`config.mk`:
```
export PLATFORM = sky130hd
export DESIGN_NAME = apb2axi_tag_sched
export DESIGN_NICKNAME = d
export VERILOG_FILES = /design/src/rtl/apb2axi_tag_sched.sv
export SDC_FILE = /design/constraint.sdc
export NUM_CORES = 1
export LEC_CHECK = 0
export ABC_AREA = 1
export BUFFER_PORTS_ARGS = -buffer_cell sky130_fd_sc_hd__clkbuf_2
export CORE_UTILIZATION = 50
export DETAILED_ROUTE_END_ITERATION = 10
export PLACE_DENSITY = 0.77
export SLEW_MARGIN = 20
export SYNTH_ARGS = -nofsm -noshare
export SYNTH_HDL_FRONTEND = slang
export SYNTH_SLANG_ARGS = --single-unit
```
`constraint.sdc`:
```
create_clock -name clk -period 4.05 [get_ports clk]
set_input_delay 0.2025 -clock clk [delete_from_list [all_inputs] [get_ports clk]]
set_output_delay 0.2025 -clock clk [all_outputs]
set_load 0.1 [all_outputs]
```
`src/rtl/apb2axi_tag_sched.sv`:
```
// Tag lifecycle controller for the APB2AXI transaction directory: allocates tags,
// tracks EMPTY/ALLOCATED/PENDING/ISSUED/COMPLETE per tag and round-robin issues PENDING tags.
module apb2axi_tag_sched #(
  parameter int TAG_NUM = 16,
  parameter int TAG_W   = $clog2(TAG_NUM)
) (
  input  logic               clk,
  input  logic               rst,
  input  logic               alloc_req,
  output logic               alloc_gnt,
  output logic [TAG_W-1:0]   alloc_tag,
  input  logic               commit_valid,
  input  logic [TAG_W-1:0]   commit_tag,
  output logic               issue_valid,
  output logic [TAG_W-1:0]   issue_tag,
  input  logic               issue_ready,
  input  logic               cpl_valid,
  input  logic [TAG_W-1:0]   cpl_tag,
  input  logic               rel_valid,
  input  logic [TAG_W-1:0]   rel_tag,
  output logic [TAG_W:0]     free_count,
  output logic               err_illegal,
  output logic [TAG_NUM-1:0] busy_vec
);

  typedef enum logic [2:0] {
    ST_EMPTY  = 3'd0,
    ST_ALLOC  = 3'd1,
    ST_PEND   = 3'd2,
    ST_ISSUED = 3'd3,
    ST_CPL    = 3'd4
  } tag_state_t;

  tag_state_t         state_reg  [TAG_NUM];
  tag_state_t         state_next [TAG_NUM];
  logic               issue_valid_reg;
  logic [TAG_W-1:0]   issue_tag_reg;
  logic [TAG_W-1:0]   rr_ptr_reg;
  logic [TAG_W:0]     free_count_reg;
  logic [TAG_W:0]     free_count_next;
  logic               err_reg;
  logic [TAG_NUM-1:0] busy_reg;
  logic [TAG_NUM-1:0] busy_next;

  logic             any_empty;
  logic [TAG_W-1:0] low_empty;
  logic             commit_ok, commit_bad;
  logic             cpl_in_slot, cpl_ok, cpl_bad;
  logic             rel_ok, rel_bad;
  logic             sel_en, sel_found;
  logic [TAG_W-1:0] sel_tag;
  logic [TAG_W-1:0] sel_idx;

  // Scan downward so the last hit is the lowest EMPTY index.
  always_comb begin
    any_empty = 1'b0;
    low_empty = '0;
    for (int i = TAG_NUM - 1; i >= 0; i--) begin
      if (state_reg[i] == ST_EMPTY) begin
        any_empty = 1'b1;
        low_empty = TAG_W'(i);
      end
    end
  end

  assign alloc_gnt = alloc_req && any_empty;
  assign alloc_tag = low_empty;

  assign commit_ok   = commit_valid && (state_reg[commit_tag] == ST_ALLOC);
  assign commit_bad  = commit_valid && (state_reg[commit_tag] != ST_ALLOC);
  assign cpl_in_slot = issue_valid_reg && (issue_tag_reg == cpl_tag);
  assign cpl_ok      = cpl_valid && (state_reg[cpl_tag] == ST_ISSUED) && !cpl_in_slot;
  assign cpl_bad     = cpl_valid && !cpl_ok;
  assign rel_ok      = rel_valid && (state_reg[rel_tag] == ST_CPL);
  assign rel_bad     = rel_valid && !rel_ok;

  assign sel_en = !issue_valid_reg || issue_ready;

  // Round-robin search starting just after the last issued tag; k=TAG_NUM wraps onto rr_ptr itself.
  always_comb begin
    sel_found = 1'b0;
    sel_tag   = '0;
    sel_idx   = '0;
    for (int k = 1; k <= TAG_NUM; k++) begin
      sel_idx = rr_ptr_reg + TAG_W'(k);
      if (!sel_found && (state_reg[sel_idx] == ST_PEND)) begin
        sel_found = 1'b1;
        sel_tag   = sel_idx;
      end
    end
  end

  // Each port acts only on a distinct prior state, so the updates never collide on one tag.
  always_comb begin
    for (int i = 0; i < TAG_NUM; i++) begin
      state_next[i] = state_reg[i];
    end
    if (alloc_gnt)            state_next[low_empty]  = ST_ALLOC;
    if (commit_ok)            state_next[commit_tag] = ST_PEND;
    if (cpl_ok)               state_next[cpl_tag]    = ST_CPL;
    if (rel_ok)               state_next[rel_tag]    = ST_EMPTY;
    if (sel_en && sel_found)  state_next[sel_tag]    = ST_ISSUED;
  end

  for (genvar gi = 0; gi < TAG_NUM; gi++) begin : g_busy
    assign busy_next[gi] = (state_next[gi] != ST_EMPTY);
  end

  assign free_count_next = free_count_reg + {{TAG_W{1'b0}}, rel_ok} - {{TAG_W{1'b0}}, alloc_gnt};

  always_ff @(posedge clk or posedge rst) begin
    if (rst) begin
      for (int i = 0; i < TAG_NUM; i++) begin
        state_reg[i] <= ST_EMPTY;
      end
      issue_valid_reg <= 1'b0;
      issue_tag_reg   <= '0;
      rr_ptr_reg      <= TAG_W'(TAG_NUM - 1);
      free_count_reg  <= (TAG_W + 1)'(TAG_NUM);
      err_reg         <= 1'b0;
      busy_reg        <= '0;
    end else begin
      for (int i = 0; i < TAG_NUM; i++) begin
        state_reg[i] <= state_next[i];
      end
      if (sel_en) begin
        issue_valid_reg <= sel_found;
        if (sel_found) begin
          issue_tag_reg <= sel_tag;
          rr_ptr_reg    <= sel_tag;
        end
      end
      free_count_reg <= free_count_next;
      err_reg        <= commit_bad || cpl_bad || rel_bad;
      busy_reg       <= busy_next;
    end
  end

  assign issue_valid = issue_valid_reg;
  assign issue_tag   = issue_tag_reg;
  assign free_count  = free_count_reg;
  assign err_illegal = err_reg;
  assign busy_vec    = busy_reg;

endmodule

```
# After elaboration in Yosys (flattened, before gate mapping)
# Index checks and enable logic that the tools add are counted.
[totals]
register_bits = 79
output_inout_bits = 32
[classes]
n_lt_le_gt_ge = 26
eq_ne = 21
n_reduce_logical = 85
n_bitwise = 35
mux = 136
n_addsub = 17
[ops]
columns = ["operator", "count"]
rows = [
  ["48-bit 2-to-1 mux", 5],
  ["3-bit binary-select mux with 4-bit select", 19],
  ["3-bit 2-to-1 mux", 43],
  ["4-bit 2-to-1 mux", 32],
  ["5-bit greater-or-equal comparator, second input constant", 21],
  ["4-bit inverter with 5-bit output", 21],
  ["32-bit AND", 3],
  ["32-bit inverter", 3],
  ["3-bit demux with 4-bit select", 5],
  ["3-bit by 2-bit equality test with 1-bit output, second input constant", 17],
  ["48-bit AND", 1],
  ["3-bit logical NOT", 16],
  ["48-bit inverter", 1],
  ["16-bit OR", 3],
  ["3-bit nonzero test", 16],
  ["4-bit adder, second input constant", 8],
  ["1-bit 2-to-1 mux", 32],
  ["32-bit OR", 1],
  ["1-bit logical AND", 30],
  ["5-bit by 1-bit < comparator with 1-bit output, second input constant", 5],
  ["1-bit logical NOT", 19],
  ["4-bit by 3-bit adder with 4-bit output, second input constant", 4],
  ["16-bit AND", 1],
  ["16-bit inverter", 1],
  ["10 further kinds", 13],
]

# Longest topological paths before layout
[logic_depth]
word_depth = 61
mapped_depth = 30
mapped_depth_nobuf = 27

# Worst setup path before layout
# Ideal clock, no wire load.
[synth_path]
kind = "reg-to-reg"
start = "register rr_ptr_reg[1]"
end = "register busy_reg[0], in the netlist busy_vec[0]"
synth_period_minus_slack_ps = 4099
stages_incl_launch_ff = 28
t_arrival_ps = 3962
required_ps = 3913
path_buffers = 5
slack_ps = -49
path_cell_list = "dfstp_2 > inv_1 > buf_2 > buf_2 > buf_1 > ha_1 > buf_2 > inv_1 > clkbuf_1 > nand3_1 > nand2_1 > nor2_1 > nand2_1 > nand2_2 > nor2_8 > nand4_2 > nor2_4 > nand4_2 > nor2_4 > nand4_2 > nor2_4 > nand3_2 > nor2_1 > inv_1 > nand4_1 > nor2_4 > nand2_1 > nand4_1"
[synth_between]
elab_chain_cells = 61
[synth_rtl]
columns = ["element", "line", "rtl"]
rows = [
  ["from (decl)", "38", "logic [TAG_W-1:0] rr_ptr_reg;"],
  ["from (signal assigned)", "118", "rr_ptr_reg <= TAG_W'(TAG_NUM - 1);"],
  ["from (signal assigned)", "130", "rr_ptr_reg <= sel_tag;"],
  ["4-bit by 1-bit adder with 4-bit output", "85", "sel_idx = rr_ptr_reg + TAG_W'(k);"],
  ["4-bit inverter with 5-bit output (not written as such)", "86", "if (!sel_found && (state_reg[sel_idx] == ST_PEND)) begin"],
  ["3-bit binary-select mux with 4-bit select", "86", ""],
  ["3-bit 2-to-1 mux (not written as such) (2 in a row)", "86", ""],
  ["3-bit by 2-bit equality test with 1-bit output", "86", ""],
  ["1-bit 2-to-1 mux", "86", ""],
  ["1-bit logical NOT", "86", ""],
  ["1-bit logical AND", "86", ""],
  ["[... 45 more ...]", "n/a", ""],
  ["1-bit logical AND (not written as such)", "102", "if (sel_en && sel_found) state_next[sel_tag] = ST_ISSUED;"],
  ["3-bit 2-to-1 mux (not written as such)", "102", ""],
  ["3-bit demux with 4-bit select", "102", ""],
  ["16-bit inverter (no source line)", "n/a", ""],
  ["16-bit AND (no source line)", "n/a", ""],
  ["48-bit 2-to-1 mux *", "102", ""],
  ["3-bit nonzero test *", "106", "assign busy_next[gi] = (state_next[gi] != ST_EMPTY);"],
  ["via busy_next[0]", "43", "logic [TAG_NUM-1:0] busy_next;"],
  ["to (signal assigned)", "135", "busy_reg <= busy_next;"],
  ["to (decl)", "42", "logic [TAG_NUM-1:0] busy_reg;"],
]
# Mark *: on every way through the listed nets, which the timed path passes. The rest lies on a longest branch. The select of a mux whose other input is x is not followed.
# A chain may end at the register's enable or synchronous reset.

# Worst setup path after layout
[layout_path]
start = "register rr_ptr_reg[1]"
end = "register busy_reg[5], in the netlist busy_vec[5]"
# The elaborated chain is that of the path after synthesis.

==> results.yml <==
global_route:
  grt_usage: 0.427
  grt.overflow.total: 0
  grt_max_degree: 68
  antenna_found_initial: 0
  grt_pass1_wl_mm: 55.8
  grt_pass1_vias: 9709
timing:
  finalCritPeriodShare: 0.958
  drv_slew: 0
  worst_clock_skew_ns: 0.0110
  worst_hold_slack_ns: 0.123
  finalSetupViolCount: 0
  period_minus_slack_ns: 3.88
  worstMarginPinSlew_ns: 0.881
  slew_headroom: 0.410
  fmax_mhz: 258
  hold_viol: 0
  finalSetupTns_ns: 0
floorplanning:
  rows: 46
  core-area_sq_mm: 0.0161
  io_pins: 51
  start_util: 0.518
  fp.dieW_microns: 131
  fp.dieH_microns: 131
  die_area_sq_mm: 0.0172
drt:
  vias_per_cell: 6.20
  route.top_layer_used: "met4"
  wl_met2_mm: 15.3
  drt-met1-wl_mm: 14.9
  vias: 10800
  met3WireLength_mm: 5.41
  dr.pass1.iters: 6
  antenna_left: 0
  wirelength_mm: 37.7
  route.detailed.drc: 0
  post_drt_wl_per_cell_microns: 21.6
  first_iter_violations: 1686
placement:
  dp_hpwl_mm: 28.4
  portBuffers: 50
  gp_congestion: 1.05
synth:
  synthFlopType: "dfrtp_1"
  synth-edff-count: 0
  synth.cell_area_sq_mm: 0.00835
  syn-instance-count: 1435
  synth.distinct_cells: 50
  synth-seq-area-share: 0.237
  ys_seq_elements: 79
  ys_warn_count: 0
  syn_area_per_cell_sq_um: 5.82
  synth_nets: 1467
  async_flop_share: 1.00
cts:
  cts_made_buffers: 9
  clockRootBuffer: "clkbuf_16"
  clkTransAtPathRegs_ns: 0.07
  cts_sinks: 79
  max-clock-path-buffers: 2
  htree_levels: 3
  cts_tree: "done"
  clk_latency_ns: 0.36
worst_setup_path:
  startpoint_type: "flop"
  crit_chain: "inv_2, ha_1, buf_4, nand3_1, nand2_1, nor2_1, nand2_1, nand2_2, nor2_8, nand4_2, nor2_4, buf_4, nand3_1, nor2_1, nand2_1, nand3b_1, nor2_1, nand3_1, nand2_2, buf_4, nor3_2, buf_4, nand2_1, nand4_1"
  end_kind: "flop"
  cpMaxStageDelayCell: "dfstp_2"
  worstSetupPathType: "reg2reg"
  cp.arrival_ns: 4.17
  crit_required_ns: 4.34
  cp_max_fo: 9
  critPathMaxStageDelay_ns: 0.57
job:
  maxCapViolations: 0
status:
  status: "completed"
finish:
  nNetsFinal: 1558
  synthToLayoutAreaGrowth_pct: 16.6
  insertedDiodeCount: 0
  drive_gt1_frac: 0.126
  largest_reg_flops: 48
hold_path:
  min_path_type: "in2reg"
==> area by class of cell <==
| cell class | instances | area, sq um |
|---|---|---|
| clock buffers | 9 | 225 |
| repair buffers | 121 | 925 |
| multi-input cells | 1116 | 5440 |
| flip-flops and latches | 79 | 1980 |
| clock inverters | 7 | 138 |
| fillers | 1594 | 6370 |
| well taps | 216 | 270 |
| inverters | 199 | 758 |
==> worst max-delay path: cells and delay by family (launching register included) <==
family | cells | cell delay (ns)
buffers and inverters | 5 | 0.78
flip-flops | 1 | 0.57
adder cells (fa/ha/maj) | 1 | 0.36
AND/OR/NAND/NOR | 18 | 2.10
==> routing by layer <==
metal / up-vias / GRT usage
li1: 4909 / -
met4: 0 / 0.219
met3: 170 / 0.120
met1: 4962 / 0.591
met5: - / 0
met2: 787 / 0.600
==> stage by stage <==
step	std cells	cell area, sq um	utilization	worst slack, ns
after floorplan	1435	8350	-	0.0325
after global placement	1718	9110	0.565	0.0353
after detailed placement	1718	9110	0.565	-0.0756
after CTS	1735	9490	0.589	0.0668
after global routing	1747	9740	0.604	-0.0197
final	1747	9740	0.604	0.170
==> logic make-up (layout without fill, tap and decap cells) <==
family | count (synthesis) | count (layout) | synth area share
buffers and inverters | 240 | 336 | 0.119
DFF | 79 | 79 | 0.237
AOI/OAI and AO/OA | 194 | 194 | 0.142
adders and majority gates | 13 | 13 | 0.0204
and+or+nand+nor | 900 | 900 | 0.470
xor gates and xnor gates | 9 | 9 | 0.0112
==> repair_timing <==
action,4_1_cts,5_1_grt
hold endpoints to repair,33,0
endpoints found under the setup margin,10,31
buffers inserted,0,9
resized for setup,1,18
pin swaps,0,2
gates cloned,0,3
hold buffers,1,0
==> cells in the final DEF, fill, tap and decap left out, drive strengths merged, types with 3 or more instances in the layout <==
cell type,count
nor4,3
a21oi,43
nand4,38
nand2,467
clkbuf,62
bufinv,3
ha,12
nor3,10
a22oi,5
or3b,5
nand3,208
buf,67
xnor2,3
a211oi,8
clkinv,5
o211ai,4
o22ai,34
nor2,163
o221ai,4
dfrtp,74
a41oi,4
a31oi,5
dfstp,5
xor2,6
nand3b,3
o2111ai,6
a221oi,4
o31ai,13
inv,196
o21ai,59
==> final timing paths <==
kind	start	endpoint	slack [ns]	depth (start not counted)
max	rr_ptr_reg[1]$_DFFE_PP1P_	busy_vec[5]$_DFF_PP0_	0.17	24
min	rel_tag[2]	state_reg[26]$_DFF_PP0_	0.12	2
max reg2reg	rr_ptr_reg[1]$_DFFE_PP1P_	busy_vec[5]$_DFF_PP0_	0.17	24
max in group asynchronous	rst	state_reg[11]$_DFF_PP0_	2.55	4
min reg2reg	free_count[0]$_DFF_PP0_	free_count[0]$_DFF_PP0_	0.51	1
min in group asynchronous	rst	busy_vec[4]$_DFF_PP0_	0.45	3
==> cells in the mapped netlist (10+ instances only) <==
cell | number | share of area
nand3_1 | 206 | 0.12
o31ai_1 | 13 | 0.012
nand2_1 | 459 | 0.21
dfrtp_1 | 74 | 0.22
a21oi_1 | 43 | 0.026
o22ai_1 | 34 | 0.025
ha_1 | 12 | 0.018
inv_1 | 185 | 0.083
nor2_1 | 155 | 0.070
o21ai_0 | 54 | 0.032
clkbuf_1 | 10 | 0.0045
inv_2 | 11 | 0.0049
nand4_1 | 35 | 0.026
buf_2 | 18 | 0.011
Power is not shown: default switching activity piles up to over one toggle a cycle in this logic, so the estimate is an artifact.
